## src/rtl/rv32_enc_pkg.sv

```systemverilog
// ============================================================================
//  Package      : rv32_enc_pkg
//  Description  : Opcode constants, instruction-format enum, NOP word and
//                 FSM state encoding shared by the instruction loader and the
//                 decode stage. Optional feature macro:
//                 RV32_LOADER_RANGE_CHECK_EN (immediate range checking).
//  Revision     : 1.0 - initial release
// ============================================================================
`timescale 1ns/1ps
`default_nettype none

package rv32_enc_pkg;

    // Major opcodes, bits [6:0] of the instruction word
    localparam logic [6:0] OPC_R     = 7'b0110011;
    localparam logic [6:0] OPC_LOAD  = 7'b0000011;
    localparam logic [6:0] OPC_ALU_I = 7'b0010011;
    localparam logic [6:0] OPC_S     = 7'b0100011;
    localparam logic [6:0] OPC_B     = 7'b1100011;
    localparam logic [6:0] OPC_D     = 7'b0001011;

    // Descriptor format code; 6 and 7 are reserved and encode as NOP
    typedef enum logic [2:0] {
        FMT_R     = 3'd0,
        FMT_LOAD  = 3'd1,
        FMT_ALU_I = 3'd2,
        FMT_S     = 3'd3,
        FMT_B     = 3'd4,
        FMT_D     = 3'd5,
        FMT_RSV6  = 3'd6,
        FMT_RSV7  = 3'd7
    } fmt_e;

    // addi x0,x0,0
    localparam logic [31:0] INSN_NOP = 32'h0000_0013;

    // Loader session FSM
    typedef logic [1:0] state_t;
    localparam logic [1:0] ST_IDLE   = 2'd0;
    localparam logic [1:0] ST_ACTIVE = 2'd1;
    localparam logic [1:0] ST_DRAIN  = 2'd2;

    // Immediate bits the encoder needs: all 32 when range checking, else
    // only the 13 bits that can land in an encoded word.
`ifdef RV32_LOADER_RANGE_CHECK_EN
    localparam int ENC_IMM_W = 32;
`else
    localparam int ENC_IMM_W = 13;
`endif

endpackage

`default_nettype wire

```

## src/rtl/rv32_inst_loader_if.sv

```systemverilog
// ============================================================================
//  Interface    : rv32_inst_loader_if
//  Description  : Descriptor stream (valid/ready) from the host plus the imem
//                 write port driven by the loader.
//                 master = host/imem side, slave = loader.
//  Revision     : 1.0 - initial release
// ============================================================================
`timescale 1ns/1ps
`default_nettype none

interface rv32_inst_loader_if #(
    parameter int ADDR_W = 12
);
    logic              in_valid;
    logic              in_ready;
    logic              in_last;
    logic [2:0]        in_fmt;
    logic [4:0]        in_rd;
    logic [4:0]        in_rs1;
    logic [4:0]        in_rs2;
    logic [2:0]        in_funct3;
    logic [6:0]        in_funct7;
    logic [31:0]       in_imm;

    logic              imem_we;
    logic [ADDR_W-1:0] imem_addr;
    logic [31:0]       imem_wdata;

    modport master (
        output in_valid, in_last, in_fmt, in_rd, in_rs1, in_rs2,
               in_funct3, in_funct7, in_imm,
        input  in_ready, imem_we, imem_addr, imem_wdata
    );

    modport slave (
        input  in_valid, in_last, in_fmt, in_rd, in_rs1, in_rs2,
               in_funct3, in_funct7, in_imm,
        output in_ready, imem_we, imem_addr, imem_wdata
    );
endinterface

`default_nettype wire

```

## src/rtl/rv32_inst_encode.sv

```systemverilog
// ============================================================================
//  Module       : rv32_inst_encode
//  Description  : Purely combinational packer turning a field-level
//                 descriptor into an RV32 instruction word. Reserved formats
//                 produce NOP. With RV32_LOADER_RANGE_CHECK_EN defined it also
//                 flags out-of-range immediates / reserved formats and
//                 substitutes NOP for the offending word.
//  Revision     : 1.0 - initial release
// ============================================================================
`timescale 1ns/1ps
`default_nettype none

module rv32_inst_encode
    import rv32_enc_pkg::*;
(
    input  logic [2:0]           fmt,
    input  logic [4:0]           rd,
    input  logic [4:0]           rs1,
    input  logic [4:0]           rs2,
    input  logic [2:0]           funct3,
    input  logic [6:0]           funct7,
    input  logic [ENC_IMM_W-1:0] imm,
`ifdef RV32_LOADER_RANGE_CHECK_EN
    output logic                 enc_err,
`endif
    output logic [31:0]          word
);

    logic [31:0] packed_word;

    // Field packing; upper immediate bits simply fall off
    always_comb begin
        packed_word = INSN_NOP;
        case (fmt_e'(fmt))
            FMT_R:     packed_word = {funct7, rs2, rs1, funct3, rd, OPC_R};
            FMT_D:     packed_word = {funct7, rs2, rs1, funct3, rd, OPC_D};
            FMT_LOAD:  packed_word = {imm[11:0], rs1, funct3, rd, OPC_LOAD};
            FMT_ALU_I: packed_word = {imm[11:0], rs1, funct3, rd, OPC_ALU_I};
            FMT_S:     packed_word = {imm[11:5], rs2, rs1, funct3, imm[4:0], OPC_S};
            FMT_B:     packed_word = {imm[12], imm[10:5], rs2, rs1, funct3,
                                      imm[4:1], imm[11], OPC_B};
            default:   packed_word = INSN_NOP;
        endcase
    end

`ifdef RV32_LOADER_RANGE_CHECK_EN
    logic fits_12;
    logic fits_b;

    // 12-bit signed: bits [31:11] are all copies of the sign
    assign fits_12 = (imm[31:11] == {21{imm[11]}});
    // Branch offset: 13-bit signed and even, i.e. [-4096, 4094]
    assign fits_b  = (imm[31:12] == {20{imm[12]}}) && !imm[0];

    // Per-format legality of the descriptor
    always_comb begin
        enc_err = 1'b0;
        case (fmt_e'(fmt))
            FMT_R, FMT_D:                enc_err = 1'b0;
            FMT_LOAD, FMT_ALU_I, FMT_S:  enc_err = !fits_12;
            FMT_B:                       enc_err = !fits_b;
            default:                     enc_err = 1'b1;
        endcase
    end

    assign word = enc_err ? INSN_NOP : packed_word;
`else
    assign word = packed_word;
`endif

endmodule

`default_nettype wire

```

## src/rtl/rv32_inst_loader.sv

```systemverilog
// ============================================================================
//  Module       : rv32_inst_loader
//  Description  : Program loader. Accepts instruction descriptors over a
//                 valid/ready stream, encodes them and writes one word per
//                 cycle to consecutive imem byte addresses (wrapping modulo
//                 2^ADDR_W). Optional feature macro:
//                 RV32_LOADER_RANGE_CHECK_EN - sticky err on bad immediates
//                 or reserved formats; err is constant 0 otherwise.
//  Revision     : 1.0 - initial release
// ============================================================================
`timescale 1ns/1ps
`default_nettype none

module rv32_inst_loader
    import rv32_enc_pkg::*;
#(
    parameter int ADDR_W = 12
) (
    input  logic               clk,
    input  logic               rst_n,
    input  logic               start,
    input  logic [ADDR_W-1:0]  base_addr,
    rv32_inst_loader_if.slave  bus,
    output logic               busy,
    output logic               done,
    output logic [15:0]        wr_count,
    output logic               err
);

    state_t            state;
    logic [ADDR_W-1:0] next_addr;
    logic              we_reg;
    logic [ADDR_W-1:0] addr_reg;
    logic [31:0]       wdata_reg;
    logic [31:0]       enc_word;
    logic              accept;

    assign bus.in_ready   = (state == ST_ACTIVE);
    assign accept         = (state == ST_ACTIVE) && bus.in_valid;
    assign busy           = (state != ST_IDLE);
    assign bus.imem_we    = we_reg;
    assign bus.imem_addr  = addr_reg;
    assign bus.imem_wdata = wdata_reg;

`ifdef RV32_LOADER_RANGE_CHECK_EN
    logic enc_err;
    logic err_reg;
`endif

    rv32_inst_encode u_encode (
        .fmt     (bus.in_fmt),
        .rd      (bus.in_rd),
        .rs1     (bus.in_rs1),
        .rs2     (bus.in_rs2),
        .funct3  (bus.in_funct3),
        .funct7  (bus.in_funct7),
        .imm     (bus.in_imm[ENC_IMM_W-1:0]),
`ifdef RV32_LOADER_RANGE_CHECK_EN
        .enc_err (enc_err),
`endif
        .word    (enc_word)
    );

    // Session FSM, write-address counter and registered imem write port
    always_ff @(posedge clk or negedge rst_n) begin
        if (!rst_n) begin
            state     <= ST_IDLE;
            next_addr <= '0;
            we_reg    <= 1'b0;
            addr_reg  <= '0;
            wdata_reg <= '0;
            done      <= 1'b0;
            wr_count  <= '0;
        end else begin
            we_reg <= accept;
            done   <= accept && bus.in_last;

            if (accept) begin
                addr_reg  <= next_addr;
                wdata_reg <= enc_word;
                next_addr <= next_addr + ADDR_W'(4);
                wr_count  <= wr_count + 16'd1;
            end

            case (state)
                ST_IDLE: begin
                    if (start) begin
                        state     <= ST_ACTIVE;
                        next_addr <= {base_addr[ADDR_W-1:2], 2'b00};
                        wr_count  <= '0;
                    end
                end
                ST_ACTIVE: begin
                    if (accept && bus.in_last) begin
                        state <= ST_DRAIN;
                    end
                end
                ST_DRAIN: state <= ST_IDLE;
                default:  state <= ST_IDLE;
            endcase
        end
    end

`ifdef RV32_LOADER_RANGE_CHECK_EN
    // Sticky error: cleared by a new session, set by any bad descriptor
    always_ff @(posedge clk or negedge rst_n) begin
        if (!rst_n) begin
            err_reg <= 1'b0;
        end else if ((state == ST_IDLE) && start) begin
            err_reg <= 1'b0;
        end else if (accept && enc_err) begin
            err_reg <= 1'b1;
        end
    end

    assign err = err_reg;
`else
    assign err = 1'b0;
`endif

endmodule

`default_nettype wire

```

## src/flat_wrapper.sv

```systemverilog
// flat-port wrapper written by rule: the top's interface ports become plain ports
module rv32_inst_loader_flat import rv32_enc_pkg::*;
#(
    parameter int ADDR_W = 12
)
  (clk, rst_n, start, base_addr, busy, done, wr_count, err, bus_in_valid, bus_in_last, bus_in_fmt, bus_in_rd, bus_in_rs1, bus_in_rs2, bus_in_funct3, bus_in_funct7, bus_in_imm, bus_in_ready, bus_imem_we, bus_imem_addr, bus_imem_wdata);
  rv32_inst_loader_if #(.ADDR_W(ADDR_W)) bus_i ();
  input  logic clk;
  input  logic rst_n;
  input  logic start;
  input  logic [ADDR_W-1:0] base_addr;
  output logic busy;
  output logic done;
  output logic [15:0] wr_count;
  output logic err;
  input wire logic [$bits(bus_i.in_valid)-1:0] bus_in_valid;
  input wire logic [$bits(bus_i.in_last)-1:0] bus_in_last;
  input wire logic [$bits(bus_i.in_fmt)-1:0] bus_in_fmt;
  input wire logic [$bits(bus_i.in_rd)-1:0] bus_in_rd;
  input wire logic [$bits(bus_i.in_rs1)-1:0] bus_in_rs1;
  input wire logic [$bits(bus_i.in_rs2)-1:0] bus_in_rs2;
  input wire logic [$bits(bus_i.in_funct3)-1:0] bus_in_funct3;
  input wire logic [$bits(bus_i.in_funct7)-1:0] bus_in_funct7;
  input wire logic [$bits(bus_i.in_imm)-1:0] bus_in_imm;
  output wire logic [$bits(bus_i.in_ready)-1:0] bus_in_ready;
  output wire logic [$bits(bus_i.imem_we)-1:0] bus_imem_we;
  output wire logic [$bits(bus_i.imem_addr)-1:0] bus_imem_addr;
  output wire logic [$bits(bus_i.imem_wdata)-1:0] bus_imem_wdata;
  assign bus_i.in_valid = bus_in_valid;
  assign bus_i.in_last = bus_in_last;
  assign bus_i.in_fmt = bus_in_fmt;
  assign bus_i.in_rd = bus_in_rd;
  assign bus_i.in_rs1 = bus_in_rs1;
  assign bus_i.in_rs2 = bus_in_rs2;
  assign bus_i.in_funct3 = bus_in_funct3;
  assign bus_i.in_funct7 = bus_in_funct7;
  assign bus_i.in_imm = bus_in_imm;
  assign bus_in_ready = bus_i.in_ready;
  assign bus_imem_we = bus_i.imem_we;
  assign bus_imem_addr = bus_i.imem_addr;
  assign bus_imem_wdata = bus_i.imem_wdata;
  rv32_inst_loader #(.ADDR_W(ADDR_W)) u_core (.clk(clk), .rst_n(rst_n), .start(start), .base_addr(base_addr), .bus(bus_i), .busy(busy), .done(done), .wr_count(wr_count), .err(err));
endmodule
```

## config.mk

```make
export PLATFORM = sky130hd
export DESIGN_NAME = rv32_inst_loader_flat
export DESIGN_NICKNAME = d
export VERILOG_FILES = /design/src/rtl/rv32_enc_pkg.sv /design/src/rtl/rv32_inst_loader_if.sv /design/src/rtl/rv32_inst_encode.sv /design/src/rtl/rv32_inst_loader.sv /design/src/flat_wrapper.sv
export SDC_FILE = /design/constraint.sdc
export NUM_CORES = 1
export LEC_CHECK = 0
export CAP_MARGIN = 20
export CORE_MARGIN = 10
export CORE_UTILIZATION = 48
export CTS_BUF_LIST = sky130_fd_sc_hd__clkbuf_4
export DETAILED_ROUTE_END_ITERATION = 12
export GPL_ROUTABILITY_DRIVEN = 0
export PLACE_DENSITY = 0.95
export SETUP_SLACK_MARGIN = 0.3
export SYNTH_ARGS = -nofsm -noshare
export SYNTH_HDL_FRONTEND = slang
export SYNTH_SLANG_ARGS = --single-unit
```

## constraint.sdc

```tcl
create_clock -name clk -period 4.9 [get_ports clk]
set_clock_uncertainty 0.15 [all_clocks]
set_input_delay 0.49 -clock clk [delete_from_list [all_inputs] [get_ports clk]]
set_output_delay 0.49 -clock clk [all_outputs]
set_load 0.02 [all_outputs]
```

==> results of run 1 <==
==> cell type report <==
| class | instances | area share [%] |
|---|---|---|
| flip-flops and latches | 70 | 36.3 |
| clock inverters | 7 | 1.84 |
| inverters | 9 | 0.701 |
| clock buffers | 9 | 1.40 |
| multi-input cells | 273 | 32.6 |
| repair buffers | 120 | 24.7 |
| well taps | 96 | 2.49 |
==> cell families after synthesis <==
group	count (synthesis)	share of synthesized area (%)
mux	8	2.57
flops	70	50.6
fa+ha+maj	2	0.723
compound gates	85	16.1
other cells	1	0.108
buf+inv	34	4.30
xor+xnor	19	4.81
simple gates	155	20.8
==> power by group <==
part           internal (mW)  switching, mW
Combinational          0.494          0.597
Sequential             0.784          0.155
Clock                  0.204          0.210
==> placed cells by master (no fill, tap or decap), types with 2 or more instances in the layout <==
cell type,synthesis,layout
a21oi_1,25,25
clkdlybuf4s50_1,0,115
o21a_1,5,5
a22oi_1,17,17
nand2b_1,3,3
a22o_1,5,5
nor4_1,5,5
dfrtp_1,70,70
ha_1,2,2
bufinv_16,0,2
xnor2_1,14,14
nand3_1,15,15
nor2_1,28,28
o221ai_1,5,5
clkbuf_4,0,9
buf_4,5,3
clkinv_1,0,3
o31ai_1,3,3
inv_1,9,8
o21ai_0,16,16
and2_1,3,3
conb_1,1,4
nand2_1,78,78
xor2_1,5,5
or3_1,2,2
mux2_2,7,7
nand4_1,4,4
nor3_1,7,7
a2bb2oi_1,7,7
==> what timing repair did <==
action / 4_1_cts / 5_1_grt
gates resized for setup: 0 / 0
endpoints found under the hold margin: 28 / 0
hold buffers: 1 / 0
==> registers in the layout, indices dropped and copies added, names as in the netlist <==
register / count
u_core.bus.imem_we: 1
u_core.next_addr: 10
u_core.state: 2
u_core.wr_count: 16
u_core.bus.imem_wdata: 30
u_core.done: 1
u_core.bus.imem_addr: 10
==> worst max-delay path, stage by stage <==
cell             delay (ns)
clkdlybuf4s50_1        0.53
nand3b_4               0.41
clkinv_1               0.53
buf_4                  0.44
o221ai_1               0.21
o21a_1                 0.15
==> worst max path at each step <==
stage	startpoint	to	slack, ns	cells past startpoint
CTS	bus_in_valid	u_core.bus.imem_wdata[8]	2.28	6
detailed placement	bus_in_valid	u_core.bus.imem_wdata[8]	1.82	6
finish	bus_in_valid	u_core.bus.imem_wdata[9]	2.27	6
floorplan	u_core.wr_count[3]	u_core.wr_count[15]	2.97	4
global route	bus_in_valid	u_core.bus.imem_wdata[11]	2.09	6
global placement	bus_in_valid	u_core.bus.imem_wdata[8]	1.86	6
==> routing by layer <==
metal | share of wire, % | track usage [%]
met1 | 42 | 22.8
met2 | 49 | 29.5
met3 | 6.8 | 5.77
met4 | 1.8 | 7.65
met5 | 0 | 0
==> metrics by stage <==
stage	hold slack, ns	power [mW]	instances
2_1_floorplan	0.0444	1.51	377
3_3_place_gp	0.300	2.00	567
3_5_place_dp	0.305	2.05	567
4_1_cts	0.329	2.46	584
5_1_grt	0.360	2.61	584
6_report	0.325	2.44	584
==> metrics.txt, run 1 <==
status completed; CP Max Fanout 45; Overflow after GRT 0; Gate Count Post-Synth 374; Worst Setup Path Type in -> reg; post-route setup TNS 0 ns; Initial Util 50.1%; Pre-Repair DR Iteration Count 4; Final Core Density 69.8%; die height 105 um; # fillers 549; hold_sp u_core.bus.imem_wdata[18]; post-synth cell types 41; Final #Nets 562; mean routed wirelength per cell 17.7 um; Post-Syn Area 3460 um2; worst setup margin 2.27 ns; final routed DRC violation total 0; largest net degree at the start of global routing 46; commonest cells in the netlist nand2_1 (78), dfrtp_1 (70), nor2_1 (28), a21oi_1 (25), a22oi_1 (17); Warnings, synthesis 0; Worst R2R Setup Slack 2.39 ns; GRT Total Usage 18.5%; setup bufs post-CTS 0; DR vias 3,177; core area 6910 um2; antenna violations before repair 0; Synth Area per Inst 9.25 um2; largest area contributor in the netlist dfrtp_1; WHS Path Cells 2; Worst R2R End u_core.bus.imem_wdata[9]; LEAKAGE 2.02 nW; Syn-to-layout area delta 39.3%; Num CTS Buffers 9; antenna viol nets, final 0; EDFF count, synth 0; sequential cell area fraction in the yosys report 50.6%; top cells by area, synth dfrtp_1 (51%), nand2_1 (8.5%), a22oi_1 (3.7%), a21oi_1 (3.6%), xnor2_1 (3.5%); die area 11,000 um2; Port-buffer cells 116; number of diodes 0; top cell type's share of synthesized area 50.6%; # IOs 142; Hold Path End u_core.bus.imem_wdata[18]; ys async rst share 100%; Setup Viol. Count Final 0; post-route cell area 4820 um2; Placement Cell Area 4650 um2; row cnt 30; synthesized flop and latch total 70; post-DP HPWL 7490 um; Final Hold Fails 0; Slew Limit Fails 0; clock sink count 70; DP Worst Slack 1.82 ns; vias in the first global route 3,282; RSZ-0062 raised after global routing false; Critical Path Start Type input port; Final Cycle Share 53.6%; max_cap viols 0; f_max 381 MHz; CP arrival 2.78 ns; reg2reg path depth 5; drt first-iter violations 153; first-pass GRT wire length 16,900 um; CP endpoint kind register; clk buf depth 2; multi-input logic area 1570 um2; TritonCTS clock tree built; aggregate routed wire length 10,300 um; FF+latch area 1750 um2; share of layout cells above drive strength 1 6.15%; relative slew slack 47.0%; Root Buffer clkbuf_4; Slew @ Worst Pin 0.793 ns; Die X 105 um; Clk Latency, worst-skew pair 0.40 ns; most frequent cell after synthesis nand2_1; RR Startpoint u_core.state[0]; post-DR vias/cell 5.44; depth of the CTS H-tree 3; Hold/Removal Path Class reg -> reg; PwrDens 507 nW/um2; clock-pin slew on the worst setup and hold paths 0.12 ns; fin crit period 2.63 ns; Max IR drop VDD 0.286 mV; Post-synth top flop dfrtp_1; Worst Path Required 5.05 ns
Note: power is estimated with default switching activity, not from simulation.
==> run 2: changes to the inputs <==
--- a/config.mk
+++ b/config.mk
@@ -7,11 +7,11 @@
 export LEC_CHECK = 0
 export CAP_MARGIN = 20
 export CORE_MARGIN = 10
-export CORE_UTILIZATION = 48
+export CORE_UTILIZATION = 45
 export CTS_BUF_LIST = sky130_fd_sc_hd__clkbuf_4
 export DETAILED_ROUTE_END_ITERATION = 12
 export GPL_ROUTABILITY_DRIVEN = 0
-export PLACE_DENSITY = 0.95
+export PLACE_DENSITY = 0.94
 export SETUP_SLACK_MARGIN = 0.3
 export SYNTH_ARGS = -nofsm -noshare
 export SYNTH_HDL_FRONTEND = slang
==> constraint.sdc (replaced) <==
create_clock -name clk -period 2.7 [get_ports clk]
set_clock_uncertainty 0.15 [all_clocks]
set_input_delay 0.27 -clock clk [delete_from_list [all_inputs] [get_ports clk]]
set_output_delay 0.27 -clock clk [all_outputs]
set_load 0.02 [all_outputs]
==> run 2 against run 1 <==
Compared with the run above:
- global-route usage shrank 1.5 points
- combinational power grew 84%
- largest power group unchanged
- count of clock-buffer cells in the layout grew 1
- sequential cell count is the same
- critical path depth shrank 3
- critical endpoint is now busy
- sequential power grew 80%
==> metrics.txt, run 2 (synthesis results as in run 1) <==
Clk Latency, worst-skew pair 0.40 ns (about the same); die height 108 um (+2.7%); cts repair resizes 0 (unchanged); RSZ-0062 raised after global routing false; CP endpoint kind primary output; antenna violations before repair 0 (unchanged); Net Switching 1.72 mW (+78%); relative slew slack 53.4% (+6.4 points); Hold/Removal Path Class in -> reg; number of diodes 0 (unchanged); Overflow after GRT 0 (unchanged); # IOs 142 (unchanged); die area 11,600 um2 (+5.4%); Comb pwr share 46.3% (+1.7 points); PwrDens 894 nW/um2 (+76%); clock-pin slew on the worst setup and hold paths 0.11 ns (about the same); status completed; Num CTS Buffers 9 (unchanged); Worst Setup Path Type reg -> out; row cnt 31 (+3.3%); CP arrival 1.65 ns (-1.13 ns); Worst Setup SP u_core.state[0]; RR Startpoint u_core.wr_count[4]; Worst path max stage delay 0.55 ns (+0.02 ns); commonest non-fill, non-tap cell in the layout clkdlybuf4s50_1; aggregate routed wire length 10000 um (-3.1%); TritonCTS clock tree built; Clk pwr share 14.8% (-2.1 points); overall power 4.34 mW (+78%); Slew @ Worst Pin 0.699 ns (-0.0933 ns); Syn-to-layout area delta 40.4%; commonest non-fill, non-tap cells in the layout clkdlybuf4s50_1 (115), nand2_1 (78), dfrtp_1 (70); CP Cell Sequence nor2_1 -> inv_1 -> clkdlybuf4s50_1; largest net degree at the start of global routing 57 (+24%); sw frac 39.5% (+0.092 points); post-route setup TNS 0 ns (unchanged); Pre-Repair DR Iteration Count 4 (unchanged); Worst R2R End u_core.wr_count[15]; Worst path slowest cell clkdlybuf4s50_1; # fillers 593 (+8.0%); GRT Total Usage 17.0% (-1.5 points); worst setup path end busy; internal power 2.63 mW (+78%); vias in the first global route 3,147 (-4.1%); f_max 482 MHz; Largest register FFs 30 (unchanged); Slew Limit Fails 0 (unchanged); depth of the CTS H-tree 3 (unchanged); setup bufs post-CTS 0 (unchanged); Root Buffer clkbuf_4; reg2reg path depth 4 (-1); share of layout cells above drive strength 1 7.11% (+0.97 points); Final #Nets 567 (+0.89%); Final Hold Fails 0 (unchanged); drt first-iter violations 104 (-32%); Final Cycle Share 76.8%; fin crit period 2.07 ns; core area 7370 um2 (+6.7%); Flop pwr share 38.9% (+0.5 points); Setup Viol. Count Final 0 (unchanged); Worst Path Required 2.28 ns (-2.77 ns); LEAKAGE 2.04 nW (+1.0%); clk buf depth 2 (unchanged); first-pass GRT wire length 16,000 um (-5.1%); mean routed wirelength per cell 16.9 um (-4.2%); DR vias 3,193 (+0.50%); clock sink count 70 (unchanged); Critical Path Start Type register; Die X 108 um (+2.7%); CP Max Fanout 4 (-91%); Max IR drop VDD 0.391 mV (+37%); max_cap viols 0 (unchanged); antenna viol nets, final 0 (unchanged); Port-buffer cells 116 (unchanged); Worst R2R Setup Slack 0.76 ns (-1.63 ns); post-DP HPWL 7560 um (+0.95%); Initial Util 46.9% (-3.1 points); post-DR vias/cell 5.40 (-0.69%); final routed DRC violation total 0 (unchanged)
## run 2: worst min path at each step
stage | to | cells after the start | from | slack (ns)
6_report | u_core.bus.imem_wdata[14] | 3 | bus_in_funct3[2] | 0.25
5_1_grt | u_core.bus.imem_wdata[15] | 3 | bus_in_rs1[0] | 0.23
3_3_place_gp | u_core.bus.imem_wdata[1] | 1 | rst_n | 0.19
2_1_floorplan | u_core.bus.imem_addr[10] | 0 | rst_n | -0.18
3_5_place_dp | u_core.bus.imem_wdata[1] | 1 | rst_n | 0.21
4_1_cts | u_core.bus.imem_wdata[14] | 3 | bus_in_funct3[2] | 0.24
## run 2: power by group through the flow
stage	Clock [mW]	Sequential (mW)	Combinational, mW
5_1_grt	0.713	1.74	2.18
4_1_cts	0.658	1.69	2.04
3_3_place_gp	0	1.69	1.97
2_1_floorplan	0	2.04	0.706
3_5_place_dp	0	1.71	2.03
6_report	0.642	1.69	2.01
## run 2: what timing repair did
item / CTS / global route
setup endpoints to repair: 0 / 0
endpoints found under the hold margin: 28 / 0
hold buffers: 1 / 0
## run 2: worst max-delay path, delay by kind of cell (launching register included)
kind / cells / cell delay (ns)
flip-flops: 1 / 0.45
AND/OR/NAND/NOR: 1 / 0.18
buffers and inverters: 2 / 0.62
## run 2: routing by layer
metal  global-route usage, %  vias up  share of wire [%]
met5                       0        -                  0
met4                    6.11        0                2.2
met3                    4.85       17                6.3
met2                    28.3      113                 50
met1                    20.4     1527                 42
li1                        -     1536                  -
## run 2: through the flow
step,area (um2),hold WS [ns],util [%],std cells,setup slack [ns]
2_1_floorplan,3470,-0.176,-,377,0.774
3_3_place_gp,4720,0.186,64.1,575,0.417
3_5_place_dp,4720,0.206,64.1,575,0.364
4_1_cts,4860,0.239,65.9,591,0.602
5_1_grt,4860,0.233,65.9,591,0.515
6_report,4860,0.252,65.9,591,0.626
## run 2: area by class of cell
cell class	instances	area [um2]	share of cell area [%]
clock buffers	10	75.1	1.55
clock inverters	5	51.3	1.06
inverters	9	33.8	0.696
multi-input cells	273	1570	32.3
flip-flops and latches	70	1750	36.1
well taps	99	124	2.55
repair buffers	125	1250	25.8
==> run 3: changes to the inputs <==
--- a/config.mk
+++ b/config.mk
@@ -7,11 +7,11 @@
 export LEC_CHECK = 0
 export CAP_MARGIN = 20
 export CORE_MARGIN = 10
-export CORE_UTILIZATION = 45
+export CORE_UTILIZATION = 40
 export CTS_BUF_LIST = sky130_fd_sc_hd__clkbuf_4
 export DETAILED_ROUTE_END_ITERATION = 12
 export GPL_ROUTABILITY_DRIVEN = 0
-export PLACE_DENSITY = 0.94
+export PLACE_DENSITY = 0.89
 export SETUP_SLACK_MARGIN = 0.3
 export SYNTH_ARGS = -nofsm -noshare
 export SYNTH_HDL_FRONTEND = slang
==> constraint.sdc (replaced) <==
create_clock -name clk -period 1.9 [get_ports clk]
set_clock_uncertainty 0.15 [all_clocks]
set_input_delay 0.19 -clock clk [delete_from_list [all_inputs] [get_ports clk]]
set_output_delay 0.19 -clock clk [all_outputs]
set_load 0.02 [all_outputs]
==> run 3 against run 2 <==
Compared with the run above:
- global-route usage up 0.14 points
- first-iteration DRC count up 14%
- sequential share of layout area decreased by 3.8 points
- largest power group unchanged
- hold slack lost 0.13 ns
- count of clock-buffer cells in the layout decreased by 1
- critical endpoint is now u_core.wr_count[11]
- routed wire length up 17%
- sequential power grew 42%
- design area up 13%
- non-clock buffer count is 46 higher
- critical path depth is 1 higher
- largest cell class is now multi-input combinational cells
- utilization rose by 0.095 points
==> metrics.txt, run 3 (synthesis results as in run 1) <==
status completed; CP endpoint kind register; Worst Path Buf+Inv 0 (-2); CP arrival 1.93 ns (+0.28 ns); Worst path slowest cell or4_4; Initial Util 41.7% (-5.3 points); Slew Limit Fails 0 (unchanged); cell family with most CP delay simple AND/OR/NAND/NOR gates; clk buf depth 2 (unchanged); Worst Path Required 2.10 ns (-0.18 ns); antenna violations before repair 0 (unchanged); # fillers 666 (+12%); Worst Setup Path Type reg -> reg; mean routed wirelength per cell 18.1 um (+7.2%); Critical Path Start Type register; final routed DRC violation total 0 (unchanged); GRT Total Usage 17.2% (+0.14 points); Final Hold Fails 0 (unchanged); post-DP HPWL 7910 um (+4.6%); RSZ-0062 raised after global routing true; Final Cycle Share 91.2%; PwrDens 1220 nW/um2 (+37%); Worst path max stage delay 0.51 ns (-0.04 ns); Root Buffer clkbuf_4; largest net degree at the start of global routing 37 (-35%); # IOs 142 (unchanged); drt first-iter violations 119 (+14%); first-pass GRT wire length 18,400 um (+15%); DR vias 3,480 (+9.0%); Final #Nets 613 (+8.1%); Overflow after GRT 0 (unchanged); antenna viol nets, final 0 (unchanged); Setup Viol. Count Final 0 (unchanged); Port-buffer cells 116 (unchanged); dpl cells 595 (+3.5%); f_max 577 MHz; overall power 6.70 mW (+54%); commonest non-fill, non-tap cell in the layout nand2_1; aggregate routed wire length 11,700 um (+17%); Final Non-Filler Cells 644 (+9.0%); share of layout cells above drive strength 1 24.7% (+18 points); CP Cell Sequence nand4_4 -> or4_4 -> or3_4 -> a21oi_2; Die X 113 um (+4.9%); core area 8300 um2 (+13%); die height 113 um (+4.9%); depth of the CTS H-tree 3 (unchanged); Max IR drop VDD 0.607 mV (+55%); die area 12,800 um2 (+10%); CP Max Fanout 5 (+1); vias in the first global route 3,520 (+12%); Clk Latency, worst-skew pair 0.40 ns (about the same); commonest non-fill, non-tap cells in the layout nand2_1 (76), dfrtp_1 (59), clkdlybuf4s50_1 (54); max_cap viols 0 (unchanged); Pre-Repair DR Iteration Count 4 (unchanged); TritonCTS clock tree built; clock sink count 70 (unchanged); Largest register FFs 30 (unchanged); Syn-to-layout area delta 58.3%; number of diodes 0 (unchanged); LEAKAGE 2.54 nW (+25%); Num CTS Buffers 9 (unchanged); post-DR vias/cell 5.40 (about the same); Hold/Removal Path Class in -> async; fin crit period 1.73 ns; row cnt 33 (+6.5%); clock-pin slew on the worst setup and hold paths 0.12 ns (about the same)
-- run 3: cell types whose count changed in the layout (fill, tap and decap cells not counted), moves of 7 or more --
cell,change
dfrtp_2,+11
nor3_1,-7
dlygate4sd2_1,+53
buf_4,+41
clkdlybuf4s50_1,-61
o21ai_0,-7
dfrtp_1,-11
o21ai_1,+7
-- run 3: worst register-to-register path: stages, from the launching register on --
cell and delay [ns]:
dfrtp_2 0.41, nand4_4 0.15, or4_4 0.51, or3_4 0.34
a21oi_2 0.12
-- run 3: report_power, final --
| group | internal (mW) | switching [mW] |
|---|---|---|
| registers | 2.03 | 0.371 |
| logic | 1.33 | 1.78 |
| clock network | 0.661 | 0.532 |
-- run 3: layout make-up --
type | count | area (um2) | share of cell area, %
clock buffers | 9 | 67.6 | 1.23
inverters | 9 | 46.3 | 0.845
repair buffers | 171 | 1580 | 28.9
well taps | 105 | 131 | 2.40
flip-flops and latches | 70 | 1770 | 32.2
multi-input cells | 273 | 1770 | 32.3
clock inverters | 7 | 111 | 2.03
-- run 3: what timing repair did --
action                     4_1_cts  5_1_grt
gates resized for setup         96       51
hold buffers                     1        0
setup buffers                   19       10
cloned                           1        2
setup endpoints to repair       97       47
pin swaps                       13       14
hold endpoints to repair        70        0
-- run 3: worst paths after layout --
path                       slack (ns)  cells past startpoint                 startpoint                   endpoint
setup / recovery                 0.17                      4         u_core.wr_count[5]        u_core.wr_count[11]
hold / removal                   0.12                      2                      rst_n  u_core.bus.imem_wdata[29]
setup reg to reg                 0.17                      4         u_core.wr_count[5]        u_core.wr_count[11]
hold reg to reg                  0.32                      2  u_core.bus.imem_wdata[16]  u_core.bus.imem_wdata[16]
max in group asynchronous        0.91                      3                      rst_n         u_core.wr_count[3]
min in group clk                 0.16                      3              base_addr[10]       u_core.next_addr[10]
-- run 3: metrics by stage --
step	util (%)	setup WS (ns)	hold WS (ns)	cell area (um2)	setup TNS [ns]
6_report	66.0	0.168	0.121	5480	0
5_1_grt	66.0	0.107	0.170	5480	0
4_1_cts	63.2	0.115	0.111	5250	0
3_5_place_dp	58.3	-0.173	0.0273	4830	-2.95
3_3_place_gp	58.3	-0.122	0.0189	4830	-1.12
2_1_floorplan	-	0.152	-0.256	3480	0
-- run 3: layer usage --
| layer | up-vias | GRT usage (%) | wire length [um] |
|---|---|---|---|
| met5 | - | 0 | 0 |
| met4 | 0 | 6.26 | 278 |
| met3 | 24 | 5.07 | 828 |
| met2 | 134 | 28.0 | 5810 |
| met1 | 1707 | 21.0 | 4760 |
| li1 | 1615 | - | - |
